### src/rtl/mem_arbiter_nport.sv
// mem_arbiter_nport: shares one pipelined, multi-cycle main memory between NUM_CLIENTS
// cache controllers. A client either fetches a whole line as a burst of BURST_LEN word
// reads or writes a single word. Arbitration is fixed-priority or round-robin, and a
// granted transaction always runs to completion.
//
// Ports:
//   clk, rst_n           clock (rising edge), asynchronous active-low reset
//   req, wr              per-client request (held until done) and write(1)/line-read(0)
//   addr, wdata          per-client byte address and write data, client k at slice k
//   gnt                  registered one-hot grant
//   rvalid, rdata, rword read word strobe (granted client only), shared data, word index
//   done                 one-cycle completion pulse to the granted client
//   mem_*                memory command/response interface
module mem_arbiter_nport #(
  parameter int unsigned NUM_CLIENTS = 2,
  parameter int unsigned ADDR_W      = 16,
  parameter int unsigned DATA_W      = 16,
  parameter int unsigned BURST_LEN   = 8,
  parameter int unsigned MEM_LATENCY = 4,
  parameter bit          RR_MODE     = 1'b1
) (
  input  logic                          clk,
  input  logic                          rst_n,
  input  logic [NUM_CLIENTS-1:0]        req,
  input  logic [NUM_CLIENTS-1:0]        wr,
  input  logic [NUM_CLIENTS*ADDR_W-1:0] addr,
  input  logic [NUM_CLIENTS*DATA_W-1:0] wdata,
  output logic [NUM_CLIENTS-1:0]        gnt,
  output logic [NUM_CLIENTS-1:0]        rvalid,
  output logic [DATA_W-1:0]             rdata,
  output logic [$clog2(BURST_LEN)-1:0]  rword,
  output logic [NUM_CLIENTS-1:0]        done,
  output logic                          mem_en,
  output logic                          mem_wr,
  output logic [ADDR_W-1:0]             mem_addr,
  output logic [DATA_W-1:0]             mem_wdata,
  input  logic [DATA_W-1:0]             mem_rdata,
  input  logic                          mem_valid
);

  localparam int unsigned WordW = $clog2(BURST_LEN);
  // Byte-offset bits within a line: word index plus the half-word byte bit.
  localparam int unsigned OffW  = WordW + 1;
  localparam int unsigned IdxW  = $clog2(NUM_CLIENTS);
  localparam logic [WordW:0]   BurstCnt = (WordW + 1)'(BURST_LEN);
  localparam logic [WordW-1:0] LastWord = WordW'(BURST_LEN - 1);

  if (NUM_CLIENTS < 2 || NUM_CLIENTS > 8 || BURST_LEN < 2 || BURST_LEN > 16 ||
      (BURST_LEN & (BURST_LEN - 1)) != 0 || MEM_LATENCY < 1 || ADDR_W <= OffW)
  begin : g_bad_params
    $error("mem_arbiter_nport: unsupported parameter set");
  end

  typedef enum logic [1:0] {StIdle, StRd, StWr} state_e;

  state_e                   state_q, state_d;
  logic [NUM_CLIENTS-1:0]   gnt_q, gnt_d;
  logic [IdxW-1:0]          idx_q, idx_d;
  logic [IdxW-1:0]          last_q, last_d;
  logic [ADDR_W-1:0]        addr_q, addr_d;
  logic [WordW:0]           iss_cnt_q, iss_cnt_d;
  logic [WordW-1:0]         ret_cnt_q, ret_cnt_d;

  logic                     win_found;
  logic [IdxW-1:0]          win_idx;
  logic [IdxW-1:0]          cand;

  // Winner search. Round-robin starts one past the last grant and wraps.
  always_comb begin
    win_found = 1'b0;
    win_idx   = '0;
    cand      = '0;
    for (int unsigned i = 0; i < NUM_CLIENTS; i++) begin
      if (RR_MODE) cand = IdxW'((32'(last_q) + 1 + i) % NUM_CLIENTS);
      else         cand = IdxW'(i);
      if (!win_found && req[cand]) begin
        win_found = 1'b1;
        win_idx   = cand;
      end
    end
  end

  always_comb begin
    state_d   = state_q;
    gnt_d     = gnt_q;
    idx_d     = idx_q;
    last_d    = last_q;
    addr_d    = addr_q;
    iss_cnt_d = iss_cnt_q;
    ret_cnt_d = ret_cnt_q;
    unique case (state_q)
      StIdle: begin
        if (win_found) begin
          gnt_d          = '0;
          gnt_d[win_idx] = 1'b1;
          idx_d          = win_idx;
          last_d         = win_idx;
          addr_d         = addr[win_idx*ADDR_W +: ADDR_W];
          iss_cnt_d      = '0;
          ret_cnt_d      = '0;
          state_d        = wr[win_idx] ? StWr : StRd;
        end
      end
      StRd: begin
        // Issue and return counters advance independently.
        if (iss_cnt_q != BurstCnt) iss_cnt_d = iss_cnt_q + 1'b1;
        if (mem_valid) begin
          if (ret_cnt_q == LastWord) begin
            state_d   = StIdle;
            gnt_d     = '0;
            iss_cnt_d = '0;
            ret_cnt_d = '0;
          end else begin
            ret_cnt_d = ret_cnt_q + 1'b1;
          end
        end
      end
      StWr: begin
        state_d = StIdle;
        gnt_d   = '0;
      end
      default: state_d = StIdle;
    endcase
  end

  always_ff @(posedge clk or negedge rst_n) begin
    if (!rst_n) begin
      state_q   <= StIdle;
      gnt_q     <= '0;
      idx_q     <= '0;
      last_q    <= IdxW'(NUM_CLIENTS - 1);  // client 0 wins the first round-robin pick
      addr_q    <= '0;
      iss_cnt_q <= '0;
      ret_cnt_q <= '0;
    end else begin
      state_q   <= state_d;
      gnt_q     <= gnt_d;
      idx_q     <= idx_d;
      last_q    <= last_d;
      addr_q    <= addr_d;
      iss_cnt_q <= iss_cnt_d;
      ret_cnt_q <= ret_cnt_d;
    end
  end

  always_comb begin
    mem_en    = 1'b0;
    mem_wr    = 1'b0;
    mem_addr  = '0;
    mem_wdata = '0;
    rvalid    = '0;
    rdata     = '0;
    done      = '0;
    unique case (state_q)
      StRd: begin
        if (iss_cnt_q != BurstCnt) begin
          mem_en   = 1'b1;
          // Line-aligned base with word index in place: base + 2*i without an adder.
          mem_addr = {addr_q[ADDR_W-1:OffW], iss_cnt_q[WordW-1:0], 1'b0};
        end
        if (mem_valid) begin
          rvalid = gnt_q;
          rdata  = mem_rdata;
          if (ret_cnt_q == LastWord) done = gnt_q;
        end
      end
      StWr: begin
        mem_en    = 1'b1;
        mem_wr    = 1'b1;
        mem_addr  = addr_q;
        mem_wdata = wdata[idx_q*DATA_W +: DATA_W];
        done      = gnt_q;
      end
      default: ;
    endcase
  end

  assign gnt   = gnt_q;
  assign rword = ret_cnt_q;

endmodule

### config.mk
export PLATFORM = sky130hd
export DESIGN_NAME = mem_arbiter_nport
export DESIGN_NICKNAME = d
export VERILOG_FILES = /design/src/rtl/mem_arbiter_nport.sv
export SDC_FILE = /design/constraint.sdc
export NUM_CORES = 1
export LEC_CHECK = 0
export CELL_PAD_IN_SITES_DETAIL_PLACEMENT = 1
export CELL_PAD_IN_SITES_GLOBAL_PLACEMENT = 1
export CORE_MARGIN = 5
export CORE_UTILIZATION = 28
export CTS_BUF_LIST = sky130_fd_sc_hd__clkbuf_4 sky130_fd_sc_hd__clkbuf_8
export CTS_CLUSTER_SIZE = 24
export DETAILED_ROUTE_END_ITERATION = 16
export PLACE_DENSITY_LB_ADDON = 0.1
export RECOVER_POWER = 100
export SYNTH_ARGS = -nofsm -noshare
export SYNTH_HDL_FRONTEND = slang
export SYNTH_SLANG_ARGS = --single-unit
### constraint.sdc
create_clock -name clk -period 2.9 [get_ports clk]
set_input_delay 0.87 -clock clk [delete_from_list [all_inputs] [get_ports clk]]
set_output_delay 0.87 -clock clk [all_outputs]
set_load 0.02 [all_outputs]
# Word level (Yosys, flattened, before mapping)
# Cells that the tools add are included.
[word_totals] elab_cells=76 ff_bits=29
[classes] muxes=41 magnitude_cmp=4 n_addsub=4 eq_ne=7 shifts=2 reduce_logical=11
[op_table] cell="$mux W16" n=4
[op_table] cell="$shiftx A32 B6 Y16" n=2
[op_table] cell="$pmux W16 S2" n=1
[op_table] cell="$mux W2" n=9
[op_table] cell="$mux W4" n=4
[op_table] cell="$mux W1" n=13
[op_table] cell="$mux W3" n=3
[op_table] cell="$pmux W2 S2" n=2
[op_table] cell="$pmux W4 S2" n=1
[op_table] cell="$lt A1 B2 Y1 const B" n=3
[op_table] cell="$ne A2 B2 Y1 const B" n=3
[op_table] cell="$pmux W2 S3" n=1
[op_table] cell="$pmux W3 S2" n=1
[op_table] cell="$reduce_and A3 Y1" n=2
[op_table] cell="$add A4 B1 Y4 const B" n=1
[op_table] cell="$ne A4 B4 Y1 const B" n=1
[op_table] cell="$reduce_and A2 Y1" n=2
[op_table] cell="$reduce_and A4 Y1" n=1
[op_table] cell="$add A3 B1 Y3 const B" n=1
[op_table] cell="$eq A3 B3 Y1 const B" n=1
[op_table] cell="$reduce_bool A3 Y1" n=1
[op_table] cell="$add A1 B1 Y1 const B" n=2
[op_table] cell="$eq A2 B1 Y1 const B" n=1
[op_table] cell="$eq A2 B2 Y1 const B" n=1
[op_table] cell="7 further kinds" n=8

# Logic depth before layout (Yosys ltp)
[depth] depth_word=13 ltp_mapped=6 ltp_nobuf=6

# Least setup slack after synthesis
# Ideal clock, no wire load.
[synth_path] path_kind="input -> output" start="input port mem_valid" end="output port rdata[0]" t_required_ps=2030 slack_ps=505 t_arrival_ps=1525 n_path_buf=2 cell_stages=3 path_cell_list="buf_2 clkbuf_1 and3_1"
[synth_between] elab_chain_len=2
[synth_rtl] element="start: declaration" line_no="38" rtl="input logic mem_valid"
[synth_rtl] element="$mux W16" line_no="161" rtl="if (mem_valid) begin"
[synth_rtl] element="$mux W16" line_no="154" rtl="unique case (state_q)"
[synth_rtl] element="end: declaration" line_no="30" rtl="output logic [DATA_W-1:0] rdata,"
# Every way passes these cells.

# Worst setup path in the final report
[layout_path] start="input port wdata[27]" end="output port mem_wdata[11]"
[layout_between] elab_chain_len=2
[layout_rtl] element="start: declaration" line_no="27" rtl="input logic [NUM_CLIENTS*DATA_W-1:0] wdata,"
[layout_rtl] element="$shiftx A32 B6 Y16" line_no="171" rtl="mem_wdata = wdata[idx_q*DATA_W +: DATA_W];"
[layout_rtl] element="$mux W16" line_no="154"
[layout_rtl] element="end: declaration" line_no="36" rtl="output logic [DATA_W-1:0] mem_wdata,"
# Every way passes these cells.

==> flow_metrics.env <==
export IMPL_maxCapViolations=1
export IMPL_placed_cell_area_um2=3820
export IMPL_cts_root_buf="clkbuf_8"
export IMPL_setup_tns_final_ns=0
export IMPL_io_pin_count=146
export IMPL_fmax_mhz=358
export IMPL_ys_warn_count=0
export IMPL_first_pass_iters=4
export IMPL_finalCriticalPeriod_ns=2.80
export IMPL_die_area_um2=9590
export IMPL_worst_setup_path_end_kind="primary output"
export IMPL_path_max_fanout=1
export IMPL_irDropWorstVdd_mv=0.313
export IMPL_power_frac_seq_pct=24.4
export IMPL_syn_area_um2=2170
export IMPL_finClkSkew_ns=0.00543
export IMPL_hpwl_mm=6.16
export IMPL_grt_pass1_wl_mm=12.5
export IMPL_h_tree_depth=2
export IMPL_synth_seq_cells=29
export IMPL_ys_types=40
export IMPL_relSlewSlack_pct=-9.06
export IMPL_clockPowerShare_pct=16.1
export IMPL_cts_tree="done"
export IMPL_critical_path_class="in2out"
export IMPL_synth_simple_area_share_pct=26.2
export IMPL_p_comb_share_pct=59.5
export IMPL_yosysTopAreaCellShare_pct=32.4
export IMPL_drc=0
export IMPL_rsz0062_at_grt="no"
export IMPL_rows=32
export IMPL_synth_cells=234
export IMPL_drive_above_1_share_pct=7.24
export IMPL_antenna_found_initial=0
export IMPL_p_total_mw=2.78
export IMPL_fp_dieH_um=98.0
export IMPL_synthMuxAreaShare_pct=16.3
export IMPL_clk_pin_slew_ns=0.06
export IMPL_routedWlPerCell_um=15.7
export IMPL_power_internal_mw=1.62
export IMPL_die_x_um=98.0
export IMPL_stdcell_area_um2=3850
export IMPL_ant_nets=0
export IMPL_synth_top_family_by_area="simple AND/OR/NAND/NOR gates"
export IMPL_drt_iter0_drc=32
export IMPL_synth_xor_area_share_pct=0
export IMPL_pre_cts_ws_ns=-0.369
export IMPL_syn_nets=330
export IMPL_globalRouteOverflowTotal=0
export IMPL_synthTopCellsByArea="dfrtp_1 (32%), mux2i_1 (15%), nor2b_1 (6.6%)"
export IMPL_grt_pass1_vias=2518
export IMPL_place_gp_congestion=0.747
export IMPL_ys_seq_area_share_pct=33.6
export IMPL_synth_compound_area_share_pct=14.2
export IMPL_coreArea_um2=7650
export IMPL_outcome="finished, violations left"
export IMPL_fin_cells=489
export IMPL_io_buffer_count=145
export IMPL_r2r_start="state_q[0]"
export IMPL_worst_slew_pin_slew_ns=1.64
export IMPL_report_final_slew_viol_count=30
export IMPL_grt_start_max_net_pins=30
export IMPL_violations="max-capacitance violations, max-slew violations"
export IMPL_nNetsFinal=482
export IMPL_whs_ns=0.478
export IMPL_cts_buffers=5
export IMPL_synthAdderAreaFrac_pct=5.20
export IMPL_clkLatencyLatePin_ns=0.29
export IMPL_finalSetupViolations=0
export IMPL_initial_core_util_pct=28.3
export IMPL_hp_class="reg2reg"
export IMPL_switchingPower_mw=1.16
export IMPL_sw_frac_of_total_pct=41.7
export IMPL_area_growth_pct=77.6
export IMPL_vias=2318
export IMPL_synth_largest_area_cell="dfrtp_1"
export IMPL_layout_setup_ws_ns=0.104
export IMPL_wirelength_mm=7.68
export IMPL_grt_usage_pct=16.0
export IMPL_antenna_cells=0
export IMPL_avgSynthCellArea_um2=9.26
export IMPL_worstPathRequired_ns=2.03
export IMPL_crit_arrival_ns=1.93
export IMPL_cts_sinks=29
export IMPL_start_kind="input pin"
export IMPL_cp_startpoint="wdata[27]"
export IMPL_avgViaCountPerCell=4.74
export IMPL_dp_cells=481
export IMPL_postCtsSetupBuffers=0
export IMPL_utilization_pct=50.3
export IMPL_p_leak_nw=1.93
export IMPL_clockBufferDepth=2
export IMPL_finalCritPeriodShare_pct=96.4
export IMPL_min_from="addr_q[11]"
export IMPL_final_hold_viol_count=0
export IMPL_p_per_area_nw_per_um2=722
[layout make-up]
| type | count | area [um^2] |
|---|---|---|
| clock buffers | 6 | 82.6 |
| clock inverters | 2 | 37.5 |
| fillers | 901 | 3800 |
| inverters | 4 | 15.0 |
| multi-input cells | 183 | 1330 |
| flip-flops and latches | 29 | 727 |
| well taps | 102 | 128 |
| repair buffers | 163 | 1530 |
[power groups by stage]
stage          logic (mW)  registers, mW  clock network [mW]
2_1_floorplan        1.02          0.683                   0
3_3_place_gp         1.79          0.676                   0
3_5_place_dp         1.83          0.690                   0
4_1_cts              1.75          0.683               0.459
5_1_grt              1.82          0.704               0.476
6_report             1.65          0.677               0.447
[worst max-delay path, cell delays in order]
cell           delay [ns]
dlygate4sd3_1        0.53
mux2i_1              0.07
nor2b_1              0.12
dlygate4sd2_1        0.35
[path summary, 6_finish.rpt]
| kind | end | slack, ns | cells after the start |
|---|---|---|---|
| min | addr_q[11] | 0.48 | 2 |
| max | mem_wdata[11] | 0.10 | 4 |
| min in group asynchronous | rword[0] | 1.46 | 2 |
| min reg2reg | addr_q[11] | 0.48 | 2 |
| max in group asynchronous | addr_q[7] | 0.49 | 2 |
| max reg2reg | gnt[0] | 0.60 | 5 |
[synth_stat cells]
master and n:
dfrtp_1 28, a32oi_1 1, mux2_1 2, nor2b_1 23
nand4b_1 1, nand2b_1 2, dfstp_2 1, inv_1 4
o221ai_1 1, o2bb2ai_1 1, o21ai_1 18, and3_1 18
nand3b_4 1, a22o_1 4, nor3_2 1, o211ai_1 1
a31oi_1 2, a211o_1 1, nand3_1 3, o31ai_1 4
buf_4 2, nor3b_2 1, a21bo_2 1, nand2_1 19
nor2_1 6, a311o_1 1, mux2i_1 33, a21boi_2 1
a21boi_0 1, or3_1 1, buf_2 7, ha_1 9
a22oi_1 2, and2_1 3, and3b_1 12, o21ai_0 4
clkbuf_1 9, a21boi_1 1, or3b_1 1, a21oi_1 3
[repair_timing]
action | 4_1_cts | 5_1_grt
hold buffers | 0 | 0
setup endpoints to repair | 53 | 22
gates resized for setup | 87 | 6
pin swaps | 0 | 0
[sequential cells by signal, indices dropped and copies added (netlist names)]
name       count
addr_q        16
iss_cnt_q      4
rword          3
gnt            2
state_q        2
idx_q          1
last_q         1
[layout by cell type (no fill, tap or decap), types with 3 or more instances in the layout]
master,instances
a21oi_1,3
a22o_1,4
and2_1,3
and3_1,18
and3b_1,12
buf_4,12
clkbuf_1,5
clkbuf_8,6
clkdlybuf4s15_1,9
clkdlybuf4s50_1,75
dfrtp_1,28
dlygate4sd2_1,40
dlygate4sd3_1,16
ha_1,9
inv_1,4
mux2i_1,33
nand2_1,19
nand3_1,3
nor2_1,6
nor2b_1,23
o21ai_0,19
o21ai_1,3
o31ai_1,4
[routing by layer]
layer  vias up  GRT usage, %  wire length (um)
met5         -             0                 0
met3         9          5.43               501
met4         0          4.69               106
met2        54          29.5              4120
met1      1118          17.2              2960
li1       1137             -                 -
[cells by family (layout without fill, tap and decap cells)]
kind of cell    count (synthesis)  count (layout)
compound gates                 47              47
fa+ha+maj                       9               9
buf+inv                        22             175
flops                          29              29
mux                            35              35
simple gates                   92              92
Note: power is estimated with default switching activity, not from simulation.
